### config.mk
export PLATFORM = sky130hd
export DESIGN_NAME = prog_counter
export DESIGN_NICKNAME = d
export VERILOG_FILES = /design/src/rtl/prog_counter_pkg.sv /design/src/rtl/prog_counter.sv
export SDC_FILE = /design/constraint.sdc
export NUM_CORES = 1
export LEC_CHECK = 0
export ABC_AREA = 0
export CORE_MARGIN = 4
export CORE_UTILIZATION = 45
export DETAILED_ROUTE_END_ITERATION = 8
export DONT_BUFFER_PORTS = 1
export MAX_ROUTING_LAYER = met4
export SLEW_MARGIN = 20
export SYNTH_ARGS = -nofsm -noshare
export SYNTH_HDL_FRONTEND = slang
export SYNTH_SLANG_ARGS = --single-unit
### constraint.sdc
create_clock -name clock -period 6.9 [get_ports clock]
set_clock_uncertainty 0.15 [all_clocks]
set_input_delay 1.035 -clock clock [delete_from_list [all_inputs] [get_ports clock]]
set_output_delay 1.035 -clock clock [all_outputs]
set_load 0.02 [all_outputs]
### src/rtl/prog_counter_pkg.sv
// Shared definitions for the programmable counter: operating mode encoding.
package prog_counter_pkg;

  typedef enum logic [1:0] {
    MODE_UP    = 2'b00,
    MODE_DOWN  = 2'b01,
    MODE_SHIFT = 2'b10,
    MODE_HOLD  = 2'b11
  } mode_e;

endpackage

### src/rtl/prog_counter.sv
// General-purpose up/down/shift-fill counter with load, wrap-or-saturate limits,
// terminal-count pulse, compare match and sticky overflow flag.
module prog_counter
  import prog_counter_pkg::*;
#(
  parameter int WIDTH    = 32,
  parameter bit SATURATE = 1'b0
) (
  input  logic             clock,
  input  logic             reset,
  input  logic             en,
  input  logic [1:0]       mode,
  input  logic             load,
  input  logic [WIDTH-1:0] load_value,
  input  logic [WIDTH-1:0] compare_value,
  input  logic             clear_ovf,
  output logic [WIDTH-1:0] count,
  output logic             tc,
  output logic             match,
  output logic             ovf
);

  localparam logic [WIDTH-1:0] ZERO     = {WIDTH{1'b0}};
  localparam logic [WIDTH-1:0] ONE      = {{(WIDTH-1){1'b0}}, 1'b1};
  localparam logic [WIDTH-1:0] ALL_ONES = {WIDTH{1'b1}};

  logic [WIDTH-1:0] count_r;
  logic             tc_r;
  logic             ovf_r;
  logic [WIDTH-1:0] count_nxt_s;
  logic             tc_nxt_s;
  logic             ovf_set_s;
  mode_e            mode_s;

  assign count = count_r;
  assign tc    = tc_r;
  assign ovf   = ovf_r;
  assign match = (count_r == compare_value);

  // Next-state decision: load beats counting; boundary events raise tc and ovf_set.
  always_comb begin
    count_nxt_s = count_r;
    tc_nxt_s    = 1'b0;
    ovf_set_s   = 1'b0;
    mode_s      = mode_e'(mode);
    if (load) begin
      count_nxt_s = load_value;
    end else if (en) begin
      case (mode_s)
        MODE_UP: begin
          if (count_r == ALL_ONES) begin
            tc_nxt_s  = 1'b1;
            ovf_set_s = 1'b1;
            if (SATURATE) begin
              count_nxt_s = ALL_ONES;
            end else begin
              count_nxt_s = ZERO;
            end
          end else begin
            count_nxt_s = count_r + ONE;
          end
        end
        MODE_DOWN: begin
          if (count_r == ZERO) begin
            tc_nxt_s  = 1'b1;
            ovf_set_s = 1'b1;
            if (SATURATE) begin
              count_nxt_s = ZERO;
            end else begin
              count_nxt_s = ALL_ONES;
            end
          end else begin
            count_nxt_s = count_r - ONE;
          end
        end
        MODE_SHIFT: begin
          // Fill indicator: the saturation of a full register is the terminal event.
          count_nxt_s = {count_r[WIDTH-2:0], 1'b1};
          if (count_r == ALL_ONES) begin
            tc_nxt_s = 1'b1;
          end else begin
            tc_nxt_s = 1'b0;
          end
        end
        MODE_HOLD: begin
          count_nxt_s = count_r;
        end
        default: begin
          count_nxt_s = count_r;
        end
      endcase
    end else begin
      count_nxt_s = count_r;
    end
  end

  // State register; an overflow set in the same cycle as clear_ovf wins.
  always_ff @(posedge clock) begin
    if (reset) begin
      count_r <= ZERO;
      tc_r    <= 1'b0;
      ovf_r   <= 1'b0;
    end else begin
      count_r <= count_nxt_s;
      tc_r    <= tc_nxt_s;
      if (ovf_set_s) begin
        ovf_r <= 1'b1;
      end else if (clear_ovf) begin
        ovf_r <= 1'b0;
      end else begin
        ovf_r <= ovf_r;
      end
    end
  end

endmodule
==> flow_metrics.py, run 1 <==
metrics = {
    "outcome": {
        "run_status": "finished, final reports clean",
    },
    "logic_synthesis": {
        "postSynthNetCount": 663,
        "post-synth-top-area-fraction": 0.165,
        "asyncSetResetFlopFracSynth": 0,
        "synthMuxAreaShare": 0.0234,
        "synthDominantAreaCellType": "sky130_fd_sc_hd__dfxtp_1",
        "yosysWarnings": 0,
        "synth_top_family_by_area": "compound AO/OA/AOI/OAI gates",
        "syn-instance-count": 584,
        "netlist_top_cells_area": "sky130_fd_sc_hd__dfxtp_1 17%, sky130_fd_sc_hd__xor2_1 8.7%, sky130_fd_sc_hd__clkbuf_1 5.1%",
        "yosysMostFrequentCell": "sky130_fd_sc_hd__clkbuf_1",
        "ys_types": 67,
        "ys_dominant_reg_cell": "sky130_fd_sc_hd__dfxtp_1",
        "synth-compound-area-share": 0.304,
        "seq_area_frac_synth": 0.165,
        "synth.avg_cell_area_um2": 7.06,
        "post_synth_instance_area_mm2": 0.00412,
        "synthSimpleGateAreaFrac": 0.288,
        "synthAdderAreaFrac": 0.0243,
        "number_of_synthesized_flops_with_an_enable_pin": 0,
        "post_synth_most_frequent_cells": "56 x sky130_fd_sc_hd__clkbuf_1, 42 x sky130_fd_sc_hd__nand2_1, 41 x sky130_fd_sc_hd__xor2_1",
        "yosys.area_share.xor_xnor": 0.117,
        "synth_seq_cells": 34,
    },
    "worst_setup_path": {
        "critical_path_required_ps": 6970,
        "critPathMaxFanout": 36,
        "crit_family": "simple AND/OR/NAND/NOR gates",
        "most_used_cell_along_the_critical_path": "sky130_fd_sc_hd__inv_1",
        "timing_worst_setup_path_type": "input pin to flip-flop",
        "crit_path_start_kind": "input pin",
        "worst_path_max_delay_cell": "sky130_fd_sc_hd__nor2_1",
        "critical_path.cell_chain": "inv_1 > ha_1 > buf_4 > inv_1 > nor2_1 > o311ai_0 > o41ai_1 > a211oi_1 > o31ai_1",
        "maximum_single_stage_delay_on_the_critical_path_ps": 870,
        "crit_buf_inv": 3,
        "arrival_ps": 3840,
        "critPathCaptureType": "flip-flop",
    },
    "drt": {
        "dr.pass1.iters": 6,
        "postRouteWirelength_um": 16600,
        "route.detailed.wl_per_inst_um": 25.9,
        "viasPerCell": 7.28,
        "route.vias.total": 4668,
        "route.detailed.drc": 0,
        "dr.first_iter.drc_count": 669,
        "drtAntennaViolNets": 0,
    },
    "global_route": {
        "grtUsageTotal": 0.304,
        "initial_antenna_violation_count": 0,
        "grt_start_max_net_pins": 37,
        "first_global_vias": 4392,
        "global_route.overflow_total": 0,
        "global_route_wire_length_before_repair_um": 25800,
    },
    "cells_and_area": {
        "layout.cells.non_filler": 641,
        "antenna-diode-count": 0,
        "n_fill_cell": 891,
        "finalNetCount": 611,
        "post_route_cells_drive_above_1_share": 0.0619,
        "area_growth_pct": 0.607,
    },
    "die": {
        "dieWidth_um": 104,
        "die-height_um": 104,
        "die_area_mm2": 0.0108,
        "initial_utilization": 0.468,
        "pin_count": 106,
        "rows": 34,
        "core-area_mm2": 0.00881,
    },
    "timing": {
        "achievable-frequency_ghz": 0.265,
        "finalSetupTns_ps": 0,
        "period_share": 0.547,
        "grt_setup_unrepaired": "false",
        "finalSetupViolations": 0,
        "period_minus_slack_ps": 3770,
        "final_max_slew_viol_count": 0,
        "worst_max_slew_margin_expressed_relative_to_the_limit": 0.302,
        "tightest_slew_ps": 1050,
        "hold_viol": 0,
    },
    "clock_tree": {
        "cts_root_buffer": "sky130_fd_sc_hd__clkbuf_8",
        "ctsHoldBuffers": 0,
        "clock_tree_from_tritoncts": "done",
        "cts-resized-gates": 0,
        "htree_levels": 2,
        "clk_transition_reported_paths_ps": 80,
        "cts_buffers": 5,
        "clkSinkCount": 34,
        "clock_path_buffers": 2,
        "postCtsSetupBuffers": 0,
        "clock_latency_ps": 310,
    },
    "pwr": {
        "max-vdd-ir-drop_uv": 70.5,
        "power.density_mw_per_mm2": 168,
        "p_total_w": 0.000696,
        "power.switching_fraction": 0.453,
        "power.share.sequential": 0.435,
        "netSwitchingPower_w": 0.000316,
        "internal_power_component_w": 0.000381,
        "leakagePower_nw": 1.46,
        "p_comb_frac": 0.316,
        "clock_power_share": 0.249,
    },
    "run": {
        "reported_max_cap_violation_count": 0,
    },
    "hold_path": {
        "classification_of_the_worst_slack_hold_path": "flip-flop to flip-flop",
    },
    "placed_design": {
        "port_buffers": 0,
        "routabilityCongestion": 0.972,
        "place.detailed.hpwl_um": 11200,
        "post-place-cells": 632,
    },
}
-- flip-flops by register name (all words and copies together) (netlist names) --
signal,cells
ovf,1
tc,1
count,32
-- cells by family (layout without fill, tap and decap cells) --
| family | Yosys count | in the layout |
|---|---|---|
| AO/OA/AOI/OAI | 181 | 181 |
| AND/OR/NAND/NOR | 216 | 216 |
| XOR/XNOR | 55 | 55 |
| buffers and inverters | 81 | 30 |
| adder cells (fa/ha/maj) | 8 | 8 |
| flip-flops | 34 | 34 |
| multiplexers | 9 | 9 |
-- area by class of cell --
class                      count  area [um2]  area share
inverter                      15        56.3      0.0136
clock buffer                   7        86.3      0.0208
timing repair buffer           7        56.3      0.0136
sequential                    34         681       0.164
multi-input combinational    469        3130       0.754
clock inverter                 1        5.00     0.00121
tap                          108         135      0.0326
-- path summary, 6_finish.rpt --
kind                         startpoint  depth (start not counted)                endpoint  slack [ps]
hold reg to reg        ovf$_SDFFE_PP0P_                          3        ovf$_SDFFE_PP0P_         580
setup reg to reg  count[0]$_SDFFE_PP0P_                          8   count[8]$_SDFFE_PP0P_        3180
setup / recovery                mode[0]                          9  count[26]$_SDFFE_PP0P_        3130
hold / removal         ovf$_SDFFE_PP0P_                          3        ovf$_SDFFE_PP0P_         580
-- worst reg2reg max path: cells and delay by family, from the launching register on --
kind            cells  cell delay [ps]
compound gates      3              890
flops               1              760
buf+inv             1              370
fa+ha+maj           1              330
simple gates        3             1110
-- layout by cell type (no fill, tap or decap), drive strengths merged, types with 6 or more instances in the layout --
cell,count
a211oi,9
a21o,7
a21oi,34
a221oi,7
a22oi,6
a31oi,15
and3,9
buf,7
clkbuf,7
dfxtp,34
ha,8
inv,15
nand2,42
nand3,17
nand4,20
nor2,39
nor2b,9
nor3,15
nor4,25
o21ai,37
o221ai,14
or3,9
or4,12
xnor2,14
xor2,41
-- power by group through the flow --
stage               Combinational [W]  Sequential [W]  Clock, W
CTS                          0.000214        0.000300  0.000175
finish                       0.000220        0.000303  0.000173
global route                 0.000238        0.000307  0.000180
global placement             0.000212        0.000304         0
detailed placement           0.000213        0.000305         0
floorplan                    0.000201        0.000253         0
-- routing by layer --
| layer | global-route usage | wire length, um | share of wire | vias to the layer above |
|---|---|---|---|---|
| met5 | - | 0 | 0 | - |
| met4 | 0.101 | 478 | 0.029 | 0 |
| met3 | 0.0628 | 1940 | 0.12 | 42 |
| met2 | 0.435 | 7250 | 0.44 | 346 |
| met1 | 0.425 | 6930 | 0.42 | 2182 |
| li1 | - | - | - | 2098 |
-- stage by stage --
stage               worst slack [ps]  instance area, um2  utilization  hold WS, ps
floorplan                       3860                4120            -          530
global placement                2960                4040        0.459          553
detailed placement              3000                4040        0.459          557
CTS                             3220                4140        0.470          571
global route                    2880                4150        0.471          621
finish                          3130                4150        0.471          576
No activity file was read; power rests on OpenSTA's default activity.
==> run 2: changes to the inputs <==
- clock period: 6.9 -> 3.5 ns (I/O delays scaled with it)
==> flow_metrics.py, run 2 (synthesis gave the netlist of run 1 again) <==
metrics = {
    "timing": {
        "fin_ws_ps": 413,
        "finalSetupTns_ps": 0,
        "period_share": 0.882,
        "grt_setup_unrepaired": "false",
        "tightest_slew_ps": 915,
        "hold_viol": 0,
        "worst_max_slew_margin_expressed_relative_to_the_limit": 0.390,
        "finalSetupViolations": 0,
        "final_max_slew_viol_count": 0,
        "period_minus_slack_ps": 3090,
        "achievable-frequency_ghz": 0.324,
    },
    "die": {
        "core-area_mm2": 0.00881,
        "initial_utilization": 0.468,
        "rows": 34,
        "die_area_mm2": 0.0108,
        "pin_count": 106,
        "dieWidth_um": 104,
        "die-height_um": 104,
    },
    "pwr": {
        "p_comb_frac": 0.423,
        "p_total_w": 0.00142,
        "power.switching_fraction": 0.440,
        "internal_power_component_w": 0.000796,
        "max-vdd-ir-drop_uv": 159,
        "power.share.sequential": 0.343,
        "power.density_mw_per_mm2": 319,
        "netSwitchingPower_w": 0.000625,
        "leakagePower_nw": 1.67,
        "clock_power_share": 0.235,
    },
    "cells_and_area": {
        "post_route_cells_drive_above_1_share": 0.129,
        "layout.cells.non_filler": 683,
        "antenna-diode-count": 0,
        "most_common_library_cell_in_the_layout_ignoring_fill_and_taps": "sky130_fd_sc_hd__buf_4",
        "finalNetCount": 653,
        "fin_area_mm2": 0.00445,
        "n_fill_cell": 905,
        "highest_count_cells_in_the_layout_ignoring_fill_and_taps": "49 x sky130_fd_sc_hd__buf_4, 42 x sky130_fd_sc_hd__nand2_1, 41 x sky130_fd_sc_hd__xor2_1",
        "area_growth_pct": 8.04,
        "largest_reg_flops": 32,
    },
    "clock_tree": {
        "htree_levels": 2,
        "clk_transition_reported_paths_ps": 80,
        "clock_latency_ps": 300,
        "ctsHoldBuffers": 0,
        "clock_tree_from_tritoncts": "done",
        "cts-resized-gates": 0,
        "cts_buffers": 5,
        "clkSinkCount": 34,
        "postCtsSetupBuffers": 0,
        "cts_root_buffer": "sky130_fd_sc_hd__clkbuf_8",
        "clock_path_buffers": 2,
    },
    "drt": {
        "route.detailed.drc": 0,
        "viasPerCell": 6.95,
        "dr.pass1.iters": 5,
        "dr.first_iter.drc_count": 430,
        "drtAntennaViolNets": 0,
        "route.vias.total": 4746,
        "route.detailed.wl_per_inst_um": 25.3,
        "postRouteWirelength_um": 17200,
    },
    "global_route": {
        "first_global_vias": 4582,
        "global_route_wire_length_before_repair_um": 26800,
        "global_route.overflow_total": 0,
        "grtUsageTotal": 0.321,
        "initial_antenna_violation_count": 0,
        "grt_start_max_net_pins": 36,
    },
    "worst_setup_path": {
        "critPathMaxFanout": 8,
        "crit_path_start_kind": "flip-flop",
        "critPathCaptureType": "flip-flop",
        "r2r_setup_slack_ps": 410,
        "crit_buf_inv": 1,
        "timing_worst_setup_path_type": "flip-flop to flip-flop",
        "critical_path_required_ps": 3550,
        "worst_path_max_delay_cell": "sky130_fd_sc_hd__or4_1",
        "crit_family": "simple AND/OR/NAND/NOR gates",
        "arrival_ps": 3140,
        "critical_path.cell_chain": "ha_1 > nand4_1 > or4_1 > nor4_1 > buf_4 > o21ai_0 > a2111oi_2",
        "maximum_single_stage_delay_on_the_critical_path_ps": 800,
    },
    "placed_design": {
        "place_area_mm2": 0.00436,
        "routabilityCongestion": 0.962,
        "port_buffers": 0,
        "place.detailed.hpwl_um": 12500,
        "post-place-cells": 675,
        "place_ws_ps": 465,
    },
    "outcome": {
        "run_status": "finished, final reports clean",
    },
    "run": {
        "reported_max_cap_violation_count": 0,
    },
    "hold_path": {
        "classification_of_the_worst_slack_hold_path": "input pin to flip-flop",
    },
}
[run 2: cell count changes in the layout (fill, tap and decap cells not counted)]
cell                     previous run  this run
sky130_fd_sc_hd__buf_6              1         0
sky130_fd_sc_hd__nor3_2             2         1
sky130_fd_sc_hd__nor3_1            13        14
sky130_fd_sc_hd__buf_4              6        49
[run 2: routing by layer]
metal | GRT usage | vias to the layer above | routed length (um)
met5 | - | - | 0
met1 | 0.427 | 2262 | 7330
met2 | 0.483 | 261 | 7750
li1 | - | 2178 | -
met3 | 0.0622 | 45 | 1560
met4 | 0.125 | 0 | 604
[run 2: cell type report]
class | count | area [um2] | area share
sequential | 34 | 681 | 0.153
multi-input combinational | 469 | 3120 | 0.701
clock inverter | 1 | 5.00 | 0.00112
timing repair buffer | 49 | 368 | 0.0826
tap | 108 | 135 | 0.0303
clock buffer | 7 | 86.3 | 0.0194
inverter | 15 | 56.3 | 0.0126
[run 2: stage by stage]
stage,util,hold WS (ps)
after floorplan,-,445
after global placement,0.495,420
after detailed placement,0.495,428
after CTS,0.506,125
after global routing,0.506,118
final,0.506,135
[run 2: power groups by stage]
stage	registers (W)	logic, W	clock network [W]
final	0.000487	0.000601	0.000333
after global routing	0.000493	0.000649	0.000352
after CTS	0.000486	0.000592	0.000343
after detailed placement	0.000495	0.000590	0
after global placement	0.000493	0.000586	0
after floorplan	0.000498	0.000396	0
[run 2: worst paths after layout]
| check | end | depth (start not counted) | from |
|---|---|---|---|
| max | tc$_SDFF_PP0_ | 7 | count[0]$_SDFFE_PP0P_ |
| min | count[2]$_SDFFE_PP0P_ | 1 | reset |
| min reg2reg | count[15]$_SDFFE_PP0P_ | 2 | count[15]$_SDFFE_PP0P_ |
| max reg2reg | tc$_SDFF_PP0_ | 7 | count[0]$_SDFFE_PP0P_ |
